--- src/rtl/mult16_seq_pkg.sv ---
// Shared definitions for the sequential multiplier.
//   MUL_WIDTH : default operand width
//   state_e   : controller states (encodings match the legacy header values)
package mult16_seq_pkg;

    localparam int MUL_WIDTH = 16;

    typedef enum logic [1:0] {
        ST_IDLE = 2'd0,
        ST_RUN  = 2'd1,
        ST_DONE = 2'd2
    } state_e;

endpackage

--- src/rtl/mult16_seq_adder16.sv ---
// Ripple-carry adder used by the multiplier to fold in one partial product
// per cycle. Purely combinational.
//   adder1bit : full-adder cell
//     A, B, C_in -> S, C_out
//   adder16   : WIDTH-bit chain of adder1bit cells
//     A, B  [WIDTH-1:0] operands
//     C_in              carry in
//     S     [WIDTH-1:0] sum
//     C_out             carry out of the top bit
module adder1bit (
    input  logic A,
    input  logic B,
    input  logic C_in,
    output logic S,
    output logic C_out
);
    assign S     = A ^ B ^ C_in;
    assign C_out = (A & B) | (C_in & (A ^ B));
endmodule

module adder16
    import mult16_seq_pkg::*;
#(
    parameter int WIDTH = MUL_WIDTH
) (
    input  logic [WIDTH-1:0] A,
    input  logic [WIDTH-1:0] B,
    input  logic             C_in,
    output logic [WIDTH-1:0] S,
    output logic             C_out
);
    logic [WIDTH:0] carry;

    assign carry[0] = C_in;

    for (genvar i = 0; i < WIDTH; i++) begin : g_bit
        adder1bit u_bit (
            .A     (A[i]),
            .B     (B[i]),
            .C_in  (carry[i]),
            .S     (S[i]),
            .C_out (carry[i+1])
        );
    end

    assign C_out = carry[WIDTH];
endmodule

--- src/rtl/mult16_seq.sv ---
// Sequential unsigned shift-and-add multiplier (multi-cycle MUL unit).
//   clk      : clock, rising edge
//   rst      : synchronous active-high reset
//   start    : request a multiply, accepted when not busy (also in DONE)
//   a, b     : multiplicand / multiplier, captured on accepted start
//   busy     : high while iterating
//   done     : one-cycle pulse, product valid
//   product  : 2*WIDTH-bit result, held until the next accepted start
module mult16_seq
    import mult16_seq_pkg::*;
#(
    parameter int WIDTH = MUL_WIDTH
) (
    input  logic               clk,
    input  logic               rst,
    input  logic               start,
    input  logic [WIDTH-1:0]   a,
    input  logic [WIDTH-1:0]   b,
    output logic               busy,
    output logic               done,
    output logic [2*WIDTH-1:0] product
);
    localparam int CW = $clog2(WIDTH) + 1;

    state_e           state_q, state_d;
    logic [WIDTH-1:0] mcand_q, mcand_d;
    logic [WIDTH-1:0] acc_hi_q, acc_hi_d;
    logic [WIDTH-1:0] acc_lo_q, acc_lo_d;
    logic [CW-1:0]    count_q, count_d;
    logic             busy_q, busy_d;
    logic             done_q, done_d;

    logic [WIDTH-1:0] addend;
    logic [WIDTH-1:0] sum;
    logic             sum_carry;

    // Partial product is the multiplicand gated by the current multiplier LSB.
    assign addend = acc_lo_q[0] ? mcand_q : '0;

    adder16 #(.WIDTH(WIDTH)) u_adder (
        .A     (acc_hi_q),
        .B     (addend),
        .C_in  (1'b0),
        .S     (sum),
        .C_out (sum_carry)
    );

    always_comb begin
        state_d  = state_q;
        mcand_d  = mcand_q;
        acc_hi_d = acc_hi_q;
        acc_lo_d = acc_lo_q;
        count_d  = count_q;
        busy_d   = 1'b0;
        done_d   = 1'b0;

        case (state_q)
            ST_IDLE, ST_DONE: begin
                if (start) begin
                    mcand_d  = a;
                    acc_hi_d = '0;
                    acc_lo_d = b;
                    count_d  = '0;
                    busy_d   = 1'b1;
                    state_d  = ST_RUN;
                end else begin
                    state_d  = ST_IDLE;
                end
            end
            ST_RUN: begin
                // {carry, sum} shifted right by one across the accumulator;
                // the carry lands in the top bit, so nothing overflows.
                acc_hi_d = {sum_carry, sum[WIDTH-1:1]};
                acc_lo_d = {sum[0], acc_lo_q[WIDTH-1:1]};
                count_d  = count_q + CW'(1);
                if (count_q == CW'(WIDTH - 1)) begin
                    done_d  = 1'b1;
                    state_d = ST_DONE;
                end else begin
                    busy_d  = 1'b1;
                end
            end
            default: begin
                state_d = ST_IDLE;
            end
        endcase
    end

    always_ff @(posedge clk) begin
        if (rst) begin
            state_q  <= ST_IDLE;
            mcand_q  <= '0;
            acc_hi_q <= '0;
            acc_lo_q <= '0;
            count_q  <= '0;
            busy_q   <= 1'b0;
            done_q   <= 1'b0;
        end else begin
            state_q  <= state_d;
            mcand_q  <= mcand_d;
            acc_hi_q <= acc_hi_d;
            acc_lo_q <= acc_lo_d;
            count_q  <= count_d;
            busy_q   <= busy_d;
            done_q   <= done_d;
        end
    end

    assign busy    = busy_q;
    assign done    = done_q;
    assign product = {acc_hi_q, acc_lo_q};
endmodule
--- config.mk ---
export PLATFORM = sky130hd
export DESIGN_NAME = mult16_seq
export DESIGN_NICKNAME = d
export VERILOG_FILES = /design/src/rtl/mult16_seq_pkg.sv /design/src/rtl/mult16_seq_adder16.sv /design/src/rtl/mult16_seq.sv
export SDC_FILE = /design/constraint.sdc
export NUM_CORES = 1
export LEC_CHECK = 0
export BUFFER_PORTS_ARGS = -buffer_cell sky130_fd_sc_hd__buf_4
export CORE_MARGIN = 10
export CORE_UTILIZATION = 56
export CTS_CLUSTER_SIZE = 8
export DETAILED_ROUTE_END_ITERATION = 8
export PLACE_DENSITY = 0.82
export SYNTH_ARGS = -nofsm -noshare
export SYNTH_HDL_FRONTEND = slang
export SYNTH_HIERARCHICAL = 1
export SYNTH_SLANG_ARGS = --single-unit
--- constraint.sdc ---
create_clock -name clk -period 12.4 [get_ports clk]
set_input_delay 0 -clock clk [delete_from_list [all_inputs] [get_ports clk]]
set_output_delay 0 -clock clk [all_outputs]
set_load 0.05 [all_outputs]
Word level (Yosys, flattened, before mapping)
Index checks and enable logic that the tools add are counted.
{"block": "totals", "output_inout_bits": 34, "elab_cells": 111, "input_bits": 35, "regBits": 57}
{"block": "op_classes", "n_reduce_logical": 6, "n_bitwise": 78, "muxes": 14, "eq_ne": 5, "add_sub_neg": 1}
{"op": "16-bit one-hot mux with 2 select lines", "count": 2}
{"op": "16-bit two-way mux", "count": 3}
{"op": "1-bit bitwise AND", "count": 31}
{"op": "1-bit bitwise XOR", "count": 31}
{"op": "1-bit OR", "count": 15}
{"op": "5-bit one-hot mux with 2 select lines", "count": 1}
{"op": "5-bit by 1-bit adder with 5-bit output, second input constant", "count": 1}
{"op": "5-bit by 4-bit equality test with 1-bit output, second input constant", "count": 1}
{"op": "5-bit two-way mux", "count": 1}
{"op": "1-bit two-way mux", "count": 4}
{"op": "2-bit != test, second input constant", "count": 2}
{"op": "2-bit one-hot mux with 2 select lines", "count": 1}
{"op": "2-bit AND reduction", "count": 2}
{"op": "2-bit OR reduction", "count": 2}
{"op": "2-bit by 1-bit equality test with 1-bit output, second input constant", "count": 1}
{"op": "2-bit equality test, second input constant", "count": 1}
{"op": "2-bit logical NOT", "count": 1}
{"op": "2-bit two-way mux", "count": 1}
{"op": "1-bit one-hot mux with 2 select lines", "count": 1}
{"op": "2-bit nonzero test", "count": 1}
{"op": "1-bit inverter", "count": 1}

Depth between registers and ports, before layout
Gate-level depths: netlist (run 1).
{"block": "depth", "depth_word": 33, "mapped_depth": 19, "ltp_nobuf": 19}

Hierarchy
Netlist (run 1), hierarchy kept.
{"module": "mult16_seq", "instances": 1, "seq_area_each_um2": 1141.1, "area_each_um2": 2332.2, "cells_per_inst": 273}
{"module": "adder1bit", "instances": 16, "seq_area_each_um2": 0.0, "area_each_um2": 20.0, "cells_per_inst": 1}

Worst setup path before layout (run 1)
Ideal clock, no wire load.
{"block": "synth_timing", "path_kind": "register to register", "startpoint": "reg acc_lo_q[0]", "endpoint": "reg acc_hi_q[14]", "setup_slack_ps": 5235, "stages_incl_launch_ff": 20, "arrival_time_ps": 7095, "path_cell_list": "dfxtp_1 and2_1 fa_1 fa_1 fa_1 fa_1 fa_1 fa_1 fa_1 fa_1 fa_1 fa_1 fa_1 fa_1 fa_1 fa_1 fa_1 fa_1 nand2_1 a21oi_1"}
{"block": "synth_via", "elab_chain_len": 32, "word_cells_on_any_way": 61, "cone_classes": "2 x mux; 59 x bitwise"}
{"element": "from (decl)", "line": "mult16_seq.sv:28", "text": "logic [WIDTH-1:0] acc_lo_q, acc_lo_d;"}
{"element": "from (signal assigned)", "line": "mult16_seq.sv:102", "text": "acc_lo_q <= acc_lo_d;"}
{"element": "16-bit two-way mux", "line": "mult16_seq.sv:38", "text": "assign addend = acc_lo_q[0] ? mcand_q : '0;"}
{"element": "named net addend[0]", "line": "mult16_seq.sv:33", "text": "logic [WIDTH-1:0] addend;"}
{"element": "1-bit bitwise AND", "line": "mult16_seq_adder16.sv:18", "text": "assign C_out = (A & B) | (C_in & (A ^ B));"}
{"element": "named net u_adder.carry[1]", "line": "mult16_seq_adder16.sv:32", "text": "logic [WIDTH:0] carry;"}
{"element": "1-bit bitwise AND", "line": "mult16_seq_adder16.sv:18"}
{"element": "1-bit OR", "line": "mult16_seq_adder16.sv:18"}
{"element": "named net u_adder.carry[2]", "line": "mult16_seq_adder16.sv:32"}
{"element": "1-bit bitwise AND", "line": "mult16_seq_adder16.sv:18"}
{"element": "[... 1 more ...]"}
{"element": "named net u_adder.carry[3]", "line": "mult16_seq_adder16.sv:32"}
{"element": "[... 2 more ...]"}
{"element": "named net u_adder.carry[4]", "line": "mult16_seq_adder16.sv:32"}
{"element": "[... 2 more ...]"}
{"element": "named net u_adder.carry[5]", "line": "mult16_seq_adder16.sv:32"}
{"element": "[... 2 more ...]"}
{"element": "named net u_adder.carry[6]", "line": "mult16_seq_adder16.sv:32"}
{"element": "[... 2 more ...]"}
{"element": "named net u_adder.carry[7]", "line": "mult16_seq_adder16.sv:32"}
{"element": "[... 2 more ...]"}
{"element": "named net u_adder.carry[8]", "line": "mult16_seq_adder16.sv:32"}
{"element": "[... 2 more ...]"}
{"element": "named net u_adder.carry[9]", "line": "mult16_seq_adder16.sv:32"}
{"element": "[... 2 more ...]"}
{"element": "named net u_adder.carry[10]", "line": "mult16_seq_adder16.sv:32"}
{"element": "[... 2 more ...]"}
{"element": "named net u_adder.carry[11]", "line": "mult16_seq_adder16.sv:32"}
{"element": "[... 2 more ...]"}
{"element": "named net u_adder.carry[12]", "line": "mult16_seq_adder16.sv:32"}
{"element": "[... 2 more ...]"}
{"element": "named net u_adder.carry[13]", "line": "mult16_seq_adder16.sv:32"}
{"element": "[... 1 more ...]"}
{"element": "1-bit OR", "line": "mult16_seq_adder16.sv:18"}
{"element": "named net u_adder.carry[14]", "line": "mult16_seq_adder16.sv:32"}
{"element": "1-bit bitwise AND", "line": "mult16_seq_adder16.sv:18"}
{"element": "1-bit OR", "line": "mult16_seq_adder16.sv:18"}
{"element": "named net u_adder.carry[15]", "line": "mult16_seq_adder16.sv:32"}
{"element": "1-bit bitwise XOR", "line": "mult16_seq_adder16.sv:17", "text": "assign S = A ^ B ^ C_in;"}
{"element": "named net sum[15]", "line": "mult16_seq.sv:34", "text": "logic [WIDTH-1:0] sum;"}
{"element": "16-bit one-hot mux with 2 select lines", "line": "mult16_seq.sv:57", "text": "case (state_q)"}
{"element": "to (signal assigned)", "line": "mult16_seq.sv:101", "text": "acc_hi_q <= acc_hi_d;"}
{"element": "to (decl)", "line": "mult16_seq.sv:27", "text": "logic [WIDTH-1:0] acc_hi_q, acc_hi_d;"}
The timed path passes the listed nets, and every way through them passes these cells.
A chain may end at the register's enable or synchronous reset.

Final worst setup path (run 1)
Same ends and word-level chain as after synthesis.

==> flow_metrics.tcl, run 1 <==
set metrics [dict create \
    fin_skew_ns 0.00521 \
    worst_ep_arrival_time_ns 7.62 \
    grt_max_degree 59 \
    grt_util_met1_pct 21.8 \
    yosysTopAreaCellShare_pct 43.0 \
    viasPerCell 5.51 \
    port_buffers 68 \
    synth_fp_nets 342 \
    grt_overflow 0 \
    synth_common_cells "dfxtp_1, a21oi_1, nand2_1" \
    clkSlewWorstSetupHoldPaths_ns 0.06 \
    syn_to_final_growth_pct 37.4 \
    synth_seq_cells 57 \
    busiest_layer "met2" \
    finalSetupViolCount 0 \
    die_w_um 88.8 \
    die_h_um 88.8 \
    ant_nets 0 \
    antenna_cells 0 \
    worst_pin_slew_ns 1.03 \
    post-cts-setup-buffer-count 0 \
    drc 0 \
    worst_setup_path_start_kind "flop" \
    yosysSeqAreaShare_pct 43.0 \
    yosysMostFrequentCell "dfxtp_1" \
    use_met2_pct 30.1 \
    dieArea_um2 7890 \
    worst_slack_ns 5.03 \
    period_share_pct 59.4 \
    maxSlewHeadroom_pct 31.1 \
    antenna_found_initial 0 \
    ys.flop_type "dfxtp_1" \
    status "complete, no violations" \
    fin_crit_ns 7.37 \
    netlist_instances 289 \
    syn_avg_cell_area_um2 9.18 \
    clock_sinks 57 \
    clock_latency_ns 0.33 \
    seq_power_share_pct 43.0 \
    num_vias 2395 \
    initial_utilization_pct 59.3 \
    root_buffer "clkbuf_8" \
    cts_tree "yes" \
    h-tree-depth 3 \
    tns_ns 0 \
    ios 69 \
    cts_buffers 9 \
    clk_path_buf_depth 2 \
    dpl_worst_slack_ns 5.07 \
    synth-edff-count 0 \
    clkPwrFrac_pct 41.4 \
    finalHoldViolations 0 \
    swShare_pct 26.0 \
    grt_usage_pct 18.5 \
    synthTopCellsByArea "dfxtp_1, fa_1, a21oi_1, nand2_1, nand3_1" \
    fin_nets 431 \
    rows 24 \
    cp.required_ns 12.66 \
    ys_types 26 \
    ys_async_sr_fraction_pct 0 \
    maxCapViolations 0 \
    final_util_pct 81.4 \
    drt_pass1_iterations 5 \
    p_leak_nw 1.56 \
    endpoint_kind "flop" \
    avgRoutedWirePerCell_um 16.0 \
    intPower_uw 340 \
    power_density_nw_per_um2 126 \
    slew_viol_final 0 \
    pwr-share-comb_pct 15.6 \
    dp_hpwl_um 4230 \
    switchingPower_uw 119 \
    core_area_um2 4470 \
    use_met3_pct 5.15 \
    whs_ns 0.154 \
    synth_top_area_cell "dfxtp_1" \
    drtIter0Drc 186 \
    routabilityCongestion 0.735 \
    ir_drop_uv 83.7 \
    syn_area_um2 2650 \
    rsz0062_at_grt "no" \
    critical_path.max_fanout 18 \
    fill_cells 291 \
    critical_path_class "reg -> reg" \
    layout-drive-gt1-share_pct 24.8 \
    finalWirelength_um 6940 \
    grt_pass1_vias 2461 \
    synth_warnings 6 \
    hp-class "in -> reg" \
    fmax_ghz 0.136 \
    grt_pass1_wl_um 11600 \
]
-- final timing paths --
path / to / depth (start not counted) / slack (ns) / from
max: acc_hi_q[14] / 19 / 5.03 / acc_lo_q[0]
min: busy / 2 / 0.15 / rst
max reg2reg: acc_hi_q[14] / 19 / 5.03 / acc_lo_q[0]
min reg2reg: mcand_q[1] / 2 / 0.45 / mcand_q[1]
-- metrics by stage --
step,power [mW],area [µm²],instances
finish,0.460,3640,435
CTS,0.462,3640,435
detailed placement,0.264,3100,387
global route,0.476,3640,435
floorplan,0.246,2650,289
global placement,0.263,3100,387
-- power groups by stage --
| stage | Clock [mW] | Combinational (mW) | Sequential, mW |
|---|---|---|---|
| floorplan | 0 | 0.0307 | 0.215 |
| global placement | 0 | 0.0624 | 0.201 |
| detailed placement | 0 | 0.0631 | 0.201 |
| CTS | 0.193 | 0.0716 | 0.197 |
| global route | 0.200 | 0.0776 | 0.199 |
| finish | 0.190 | 0.0719 | 0.198 |
-- metal layers --
layer,vias up,routed length [µm]
met2,66,3440
met5,-,0
met1,1158,2850
met4,0,184
met3,14,465
li1,1157,-
-- placed cells by master, fill, tap and decap left out, drive strengths merged --
cell type    netlist  layout
inv                1       1
nand4              1       1
fa                16      16
nand2b             4       4
a22oi             15      15
a211oi             1       1
nor2b              1       1
dfxtp             57      57
bufinv             0       1
and3               1       1
nor3b              3       3
clkbuf             6      15
and2b              1       1
nand2             51      51
o21a               1       1
nor2               4       4
dlygate4sd3        0      32
conb               1       1
a21oi             51      51
and2              16      16
mux2               2       2
ha                 2       2
nand3             34      34
a311oi             1       1
buf               19      71
-- worst max-delay path, cell delays in order, from the launching register on --
cell and delay, ns:
dfxtp_1 0.46, and2_1 0.25, fa_1 0.40, fa_1 0.39, fa_1 0.38, fa_1 0.39, fa_1 0.39, fa_1 0.41
fa_1 0.40, fa_1 0.40, fa_1 0.39, fa_1 0.38, fa_1 0.38, fa_1 0.40, fa_1 0.40, fa_1 0.40
fa_1 0.39, fa_1 0.49, nand2_1 0.05, a21oi_1 0.12
-- cell type report --
| cell class | count | area, µm² | area share [%] |
|---|---|---|---|
| clock buffer | 15 | 196 | 5.39 |
| timing repair buffer | 103 | 853 | 23.4 |
| multi-input combinational | 206 | 1350 | 37.2 |
| tap | 52 | 65.1 | 1.79 |
| clock inverter | 1 | 30.0 | 0.824 |
| inverter | 1 | 3.75 | 0.103 |
| sequential | 57 | 1140 | 31.3 |
-- kinds of logic (layout without fill, tap and decap cells) --
family | after synthesis | after routing | synth area share [%]
AND/OR/NAND/NOR | 116 | 116 | 21.4
AO/OA/AOI/OAI | 69 | 69 | 15.2
flip-flops | 57 | 57 | 43.0
buffers and inverters | 26 | 120 | 6.13
adder cells (fa/ha/maj) | 18 | 18 | 13.0
multiplexers | 2 | 2 | 1.13
other | 1 | 1 | 0.141
-- sequential cells by signal (all words and copies together), names as in the netlist --
name,cells
acc_hi_q,16
acc_lo_q,16
mcand_q,16
count_q,5
state_q,2
busy,1
done,1
-- timing repair --
action	4_1_cts	5_1_grt
hold buffers	32	0
hold endpoints to repair	32	0
resized for setup	0	0
Power figures use the tool's default switching activity.
==> inputs of run 2 (changes only) <==
--- a/config.mk
+++ b/config.mk
@@ -7,10 +7,10 @@
 export LEC_CHECK = 0
 export BUFFER_PORTS_ARGS = -buffer_cell sky130_fd_sc_hd__buf_4
 export CORE_MARGIN = 10
-export CORE_UTILIZATION = 56
+export CORE_UTILIZATION = 52
 export CTS_CLUSTER_SIZE = 8
 export DETAILED_ROUTE_END_ITERATION = 8
-export PLACE_DENSITY = 0.82
+export PLACE_DENSITY = 0.77
 export SYNTH_ARGS = -nofsm -noshare
 export SYNTH_HDL_FRONTEND = slang
 export SYNTH_HIERARCHICAL = 1
==> constraint.sdc (replaced) <==
create_clock -name clk -period 6.99 [get_ports clk]
set_input_delay 0 -clock clk [delete_from_list [all_inputs] [get_ports clk]]
set_output_delay 0 -clock clk [all_outputs]
set_load 0.05 [all_outputs]
==> run 2 against run 1 <==
Combinational power up 81%. Clock skew is 0.0035 ns lower. Register-to-register slack worse by 4.9 ns. Highest routed layer unchanged. Routed wire length is 0.82% higher. Clock-buffer cell count down 1.
==> flow_metrics.tcl, run 2 (synthesis gave the netlist of run 1 again) <==
set metrics [dict create \
    status "complete, no violations" \
    intPower_uw 535 \
    post-cts-setup-buffer-count 0 \
    die_w_um 91.4 \
    r2r_end "acc_hi_q[14]" \
    avgRoutedWirePerCell_um 15.6 \
    layout-drive-gt1-share_pct 26.2 \
    h-tree-depth 3 \
    grt_pass1_wl_um 11700 \
    fmax_ghz 0.146 \
    power_density_nw_per_um2 203 \
    p_leak_nw 1.52 \
    root_buffer "clkbuf_8" \
    drt_pass1_iterations 5 \
    reg2reg_from "acc_lo_q[0]" \
    finalSetupViolCount 0 \
    dpl_cell_area_um2 3130 \
    dpl_worst_slack_ns -0.130 \
    critical_path_class "reg -> reg" \
    ios 69 \
    endpoint_kind "flop" \
    fin_nets 432 \
    max_stage_delay_ns 0.49 \
    clock_latency_ns 0.32 \
    worst_pin_slew_ns 1.05 \
    clock_sinks 57 \
    grt_usage_pct 16.8 \
    worst_setup_path_start_kind "flop" \
    maxSlewHeadroom_pct 30.3 \
    cts_tree "yes" \
    slowest_stage "fa_1" \
    ant_nets 0 \
    cts_buffers 9 \
    routabilityCongestion 0.731 \
    final-seq-area_um2 1140 \
    port_buffers 68 \
    grt_pass1_vias 2436 \
    worst_slack_ns 0.131 \
    ff2ff_path_depth 19 \
    drtIter0Drc 119 \
    hp-class "in -> reg" \
    crit_chain "and2_1 -> fa_1 -> fa_2 -> fa_1 -> fa_1 -> fa_2 -> fa_2 -> fa_1 -> fa_2 -> fa_1 -> fa_1 -> fa_1 -> fa_2 -> fa_2 -> fa_2 -> fa_1 -> fa_1 -> nand2_1 -> a21oi_1" \
    grt_max_degree 59 \
    critical_path.max_fanout 2 \
    antenna_cells 0 \
    pwr-share-comb_pct 17.7 \
    final_cell_mix "buf_4, dfxtp_1, nand2_1, a21oi_1, nand3_1" \
    min-delay-start "rst" \
    multiInputGateArea_um2 1370 \
    period_share_pct 98.1 \
    fin_skew_ns 0.00173 \
    fin_crit_ns 6.86 \
    ir_drop_uv 144 \
    initial_utilization_pct 54.7 \
    worst_ep_arrival_time_ns 7.11 \
    path_common_cell "fa_1" \
    maxCapViolations 0 \
    ff2ff_setup_slack_ns 0.13 \
    final_util_pct 74.8 \
    top_regs "acc_hi_q x16, acc_lo_q x16, mcand_q x16" \
    clk_path_buf_depth 2 \
    swShare_pct 27.6 \
    viasPerCell 5.32 \
    cp.required_ns 7.24 \
    whs_ns 0.166 \
    seq_power_share_pct 47.3 \
    clkPwrFrac_pct 35.1 \
    final_common_cell "buf_4" \
    dp_hpwl_um 4310 \
    core_area_um2 4850 \
    finalWirelength_um 7000 \
    min_to "busy" \
    fill_cells 346 \
    rsz0062_at_grt "no" \
    slew_viol_final 0 \
    grt_overflow 0 \
    finalHoldViolations 0 \
    clkSlewWorstSetupHoldPaths_ns 0.06 \
    fin_cells 449 \
    dieArea_um2 8360 \
    drc 0 \
    num_vias 2389 \
    switchingPower_uw 203 \
    dp_cells 403 \
    fin_area_um2 3630 \
    rows 25 \
    die_h_um 91.4 \
    antenna_found_initial 0 \
    hold_depth 2 \
    syn_to_final_growth_pct 36.7 \
]
[run 2: cell count changes in the layout (fill, tap and decap cells not counted), sizes merged]
cell and delta:
bufinv -1, clkbuf -1, buf +1
[run 2: routing by layer]
layer  vias to the layer above  GRT usage (%)  wire (µm)
met3                        12           4.61        329
met5                         -              0          0
li1                       1157              -          -
met1                      1158           19.2       3030
met4                         0           7.96        112
met2                        62           28.3       3520
[run 2: repair_timing]
item                                    in CTS  in global routing
gates resized for setup                      4                  3
hold buffers                                32                  0
hold endpoints to repair                    32                  0
endpoints found under the setup margin       2                  2
[run 2: critical path, delay by kind of cell (launching register included)]
kind,cells,cell delay [ns]
compound gates,1,0.13
simple gates,2,0.21
flops,1,0.33
fa+ha+maj,16,6.13
[run 2: stage by stage]
step | TNS (ns) | power (mW)
after detailed placement | -0.178 | 0.470
after CTS | 0 | 0.742
after global placement | -0.0306 | 0.468
after global routing | 0 | 0.766
final | 0 | 0.738
after floorplan | 0 | 0.436
[run 2: worst max path at each step]
stage,from,end,slack (ns)
4_1_cts,acc_lo_q[0],acc_hi_q[14],0.02
3_5_place_dp,acc_lo_q[0],acc_hi_q[14],-0.13
6_report,acc_lo_q[0],acc_hi_q[14],0.13
2_1_floorplan,acc_lo_q[0],acc_hi_q[14],0.008
5_1_grt,acc_lo_q[0],acc_hi_q[14],0.009
3_3_place_gp,acc_lo_q[0],acc_hi_q[14],-0.03
[run 2: final cells by class]
| type | instances | share of cell area [%] |
|---|---|---|
| Multi-Input combinational cell | 206 | 37.8 |
| Sequential cell | 57 | 31.6 |
| Timing Repair Buffer | 104 | 23.7 |
| Clock buffer | 14 | 4.48 |
| Tap cell | 67 | 2.31 |
| Inverter | 1 | 0.103 |
[run 2: power by group through the flow]
stage / Sequential [mW] / Clock (mW) / Combinational [mW]
2_1_floorplan: 0.381 / 0 / 0.0545
3_3_place_gp: 0.355 / 0 / 0.113
3_5_place_dp: 0.356 / 0 / 0.114
4_1_cts: 0.349 / 0.264 / 0.129
5_1_grt: 0.351 / 0.275 / 0.140
6_report: 0.349 / 0.259 / 0.130
==> inputs of run 3 (changes only) <==
--- a/config.mk
+++ b/config.mk
@@ -5,12 +5,14 @@
 export SDC_FILE = /design/constraint.sdc
 export NUM_CORES = 1
 export LEC_CHECK = 0
+export ABC_AREA = 1
 export BUFFER_PORTS_ARGS = -buffer_cell sky130_fd_sc_hd__buf_4
 export CORE_MARGIN = 10
-export CORE_UTILIZATION = 52
-export CTS_CLUSTER_SIZE = 8
+export CORE_UTILIZATION = 54
+export CTS_CLUSTER_DIAMETER = 60
+export CTS_CLUSTER_SIZE = 30
 export DETAILED_ROUTE_END_ITERATION = 8
-export PLACE_DENSITY = 0.77
+export PLACE_DENSITY = 0.78
 export SYNTH_ARGS = -nofsm -noshare
 export SYNTH_HDL_FRONTEND = slang
 export SYNTH_HIERARCHICAL = 1
==> run 3 against run 2 <==
Routed wire length up 1.8%. Setup slack better by 0.082 ns. Clock-buffer cell count down 2. Fmax up 1.2%. Final cell count up 14%. Worst hold slack worse by 0.14 ns. Clock skew up 0.0080 ns. Non-clock buffer count down 19. Sequential cell count unchanged. Total power up 3.2%. Cell area up 3.0%. Largest power group unchanged.
==> flow_metrics.tcl, run 3 <==
set metrics [dict create \
    fmax_ghz 0.148 \
    min-delay-start "b[10]" \
    grt_pass1_wl_um 12100 \
    clk_path_buf_depth 2 \
    rows 26 \
    clock_sinks 57 \
    synth_top_area_cell "dfxtp_1" \
    fin_area_um2 3740 \
    clock_latency_ns 0.34 \
    dpl_cell_area_um2 3400 \
    yosysSeqAreaShare_pct 38.4 \
    synthTopCellsByArea "dfxtp_1, fa_1, nand3_1, nand2_1, inv_1" \
    yosysMostFrequentCell "dfxtp_1" \
    endpoint_kind "flop" \
    post-cts-setup-buffer-count 0 \
    maxSlewHeadroom_pct 37.9 \
    ff2ff_setup_slack_ns 0.21 \
    yosysTopAreaCellShare_pct 38.4 \
    worst_setup_path_start_kind "flop" \
    synthAdderAreaFrac_pct 11.6 \
    r2r_end "acc_hi_q[14]" \
    finalSetupViolCount 0 \
    drtIter0Drc 176 \
    netlist_instances 368 \
    max_stage_delay_ns 0.49 \
    dieArea_um2 8860 \
    port_buffers 68 \
    maxCapViolations 0 \
    critical_path_class "reg -> reg" \
    final_util_pct 71.8 \
    syn_to_final_growth_pct 25.9 \
    layout-drive-gt1-share_pct 28.6 \
    num_vias 2603 \
    syn_area_um2 2970 \
    wl_met3_um 464 \
    synthMuxAreaShare_pct 0 \
    hp-class "in -> reg" \
    dr_wl_met2_um 3500 \
    final_common_cell "buf_4" \
    ys.flop_type "dfxtp_1" \
    core_area_um2 5200 \
    crit_chain "nand2_1 -> inv_1 -> fa_1 -> fa_2 -> fa_2 -> fa_2 -> fa_2 -> fa_2 -> fa_1 -> fa_2 -> fa_2 -> fa_1 -> fa_1 -> fa_1 -> fa_1 -> fa_1 -> fa_1 -> fa_1 -> nand2_1 -> a21oi_2" \
    grt_usage_pct 17.0 \
    grt_max_degree 57 \
    synth_warnings 6 \
    p_leak_nw 1.72 \
    synthSimpleGateAreaFrac_pct 26.6 \
    antenna_cells 0 \
    top_regs "acc_hi_q x16, acc_lo_q x16, mcand_q x16" \
    drt-met1-wl_um 3090 \
    root_buffer "clkbuf_8" \
    cp.required_ns 7.27 \
    finalHoldViolations 0 \
    fin_cells 511 \
    worst_ep_arrival_time_ns 7.06 \
    initial_utilization_pct 57.0 \
    die_w_um 94.1 \
    rsz0062_at_grt "no" \
    ir_drop_uv 126 \
    dpl_worst_slack_ns 0.00945 \
    synth_top_family_by_area "simple AND/OR/NAND/NOR gates" \
    slowest_stage "fa_1" \
    synth-xor-area-share_pct 0 \
    grt_overflow 0 \
    ant_nets 0 \
    die_h_um 94.1 \
    p_total_uw 762 \
    drt_pass1_iterations 4 \
    fin_nets 490 \
    ff2ff_path_depth 20 \
    dp_cells 480 \
    fin_skew_ns 0.00975 \
    synth-edff-count 0 \
    drc 0 \
    ys_async_sr_fraction_pct 0 \
    slew_viol_final 0 \
    power_density_nw_per_um2 204 \
    clkSlewWorstSetupHoldPaths_ns 0.07 \
    routabilityCongestion 0.784 \
    ios 69 \
    cts_buffers 9 \
    cts_tree "yes" \
    critical_path.max_fanout 2 \
    final-seq-area_um2 1140 \
    dp_hpwl_um 5020 \
    avgRoutedWirePerCell_um 13.9 \
    synth_compound_area_share_pct 11.4 \
    worst_pin_slew_ns 0.928 \
    worst_slack_ns 0.212 \
    critPathLaunch "acc_lo_q[0]" \
    antenna_found_initial 0 \
    tns_ns 0 \
    endpoint "acc_hi_q[14]" \
    synth_seq_cells 57 \
    final_cell_mix "buf_4, nand2_1, dfxtp_1" \
    syn_avg_cell_area_um2 8.06 \
    status "complete, no violations" \
    finalWirelength_um 7130 \
    maxUsedRoutingLayer "met4" \
    ys_types 27 \
    path_common_cell "fa_1" \
    viasPerCell 5.09 \
    synth_common_cells "dfxtp_1, nand2_1, nand3_1" \
    synth_fp_nets 421 \
    multiInputGateArea_um2 1500 \
    grt_pass1_vias 2516 \
    fill_cells 412 \
    h-tree-depth 3 \
    period_share_pct 97.0 \
    reg2reg_from "acc_lo_q[0]" \
    whs_ns 0.0225 \
    fin_crit_ns 6.78 \
]
[run 3: layout make-up]
| class | count | share of cell area [%] |
|---|---|---|
| well taps | 70 | 2.34 |
| clock buffers | 12 | 3.88 |
| multi-input cells | 241 | 40.1 |
| inverters | 43 | 4.39 |
| clock inverters | 3 | 0.469 |
| repair buffers | 85 | 18.2 |
| flip-flops and latches | 57 | 30.6 |
[run 3: timing repair]
| item | 4_1_cts | 5_1_grt |
|---|---|---|
| hold buffers | 16 | 0 |
| pin swaps | 0 | 1 |
| endpoints found under the hold margin | 16 | 0 |
| cloned | 0 | 0 |
| gates resized for setup | 1 | 4 |
| setup endpoints to repair | 1 | 2 |
[run 3: worst min path at each step]
stage               slack [ns]      endpoint  cells past startpoint
finish                    0.02  acc_lo_q[10]                      5
CTS                       0.01  acc_lo_q[15]                      5
global placement          0.24   mcand_q[15]                      3
detailed placement        0.25   mcand_q[15]                      3
global route              0.04  acc_lo_q[14]                      5
floorplan                 0.15   mcand_q[13]                      2
[run 3: routing by layer]
metal	track usage (%)	up-vias
met2	26.3	69
met1	20.8	1220
met5	0	-
met4	5.82	0
li1	-	1306
met3	6.87	8
[run 3: critical path, delay by kind of cell (launching register included)]
kind	cells	cell delay, ns
AO/OA/AOI/OAI	1	0.14
adder cells (fa/ha/maj)	16	6.05
buffers and inverters	1	0.05
flip-flops	1	0.34
AND/OR/NAND/NOR	2	0.12
[run 3: power breakdown]
group	internal (mW)	switching, mW
sequential	0.342	0.0148
combinational	0.0508	0.0897
clock	0.135	0.129
total	0.528	0.234
[run 3: cell families (layout without fill, tap and decap cells)]
logic type      count (synthesis)  count (layout)
compound gates                 57              57
fa+ha+maj                      18              18
buf+inv                        70             143
flops                          57              57
other cells                     1               1
simple gates                  165             165
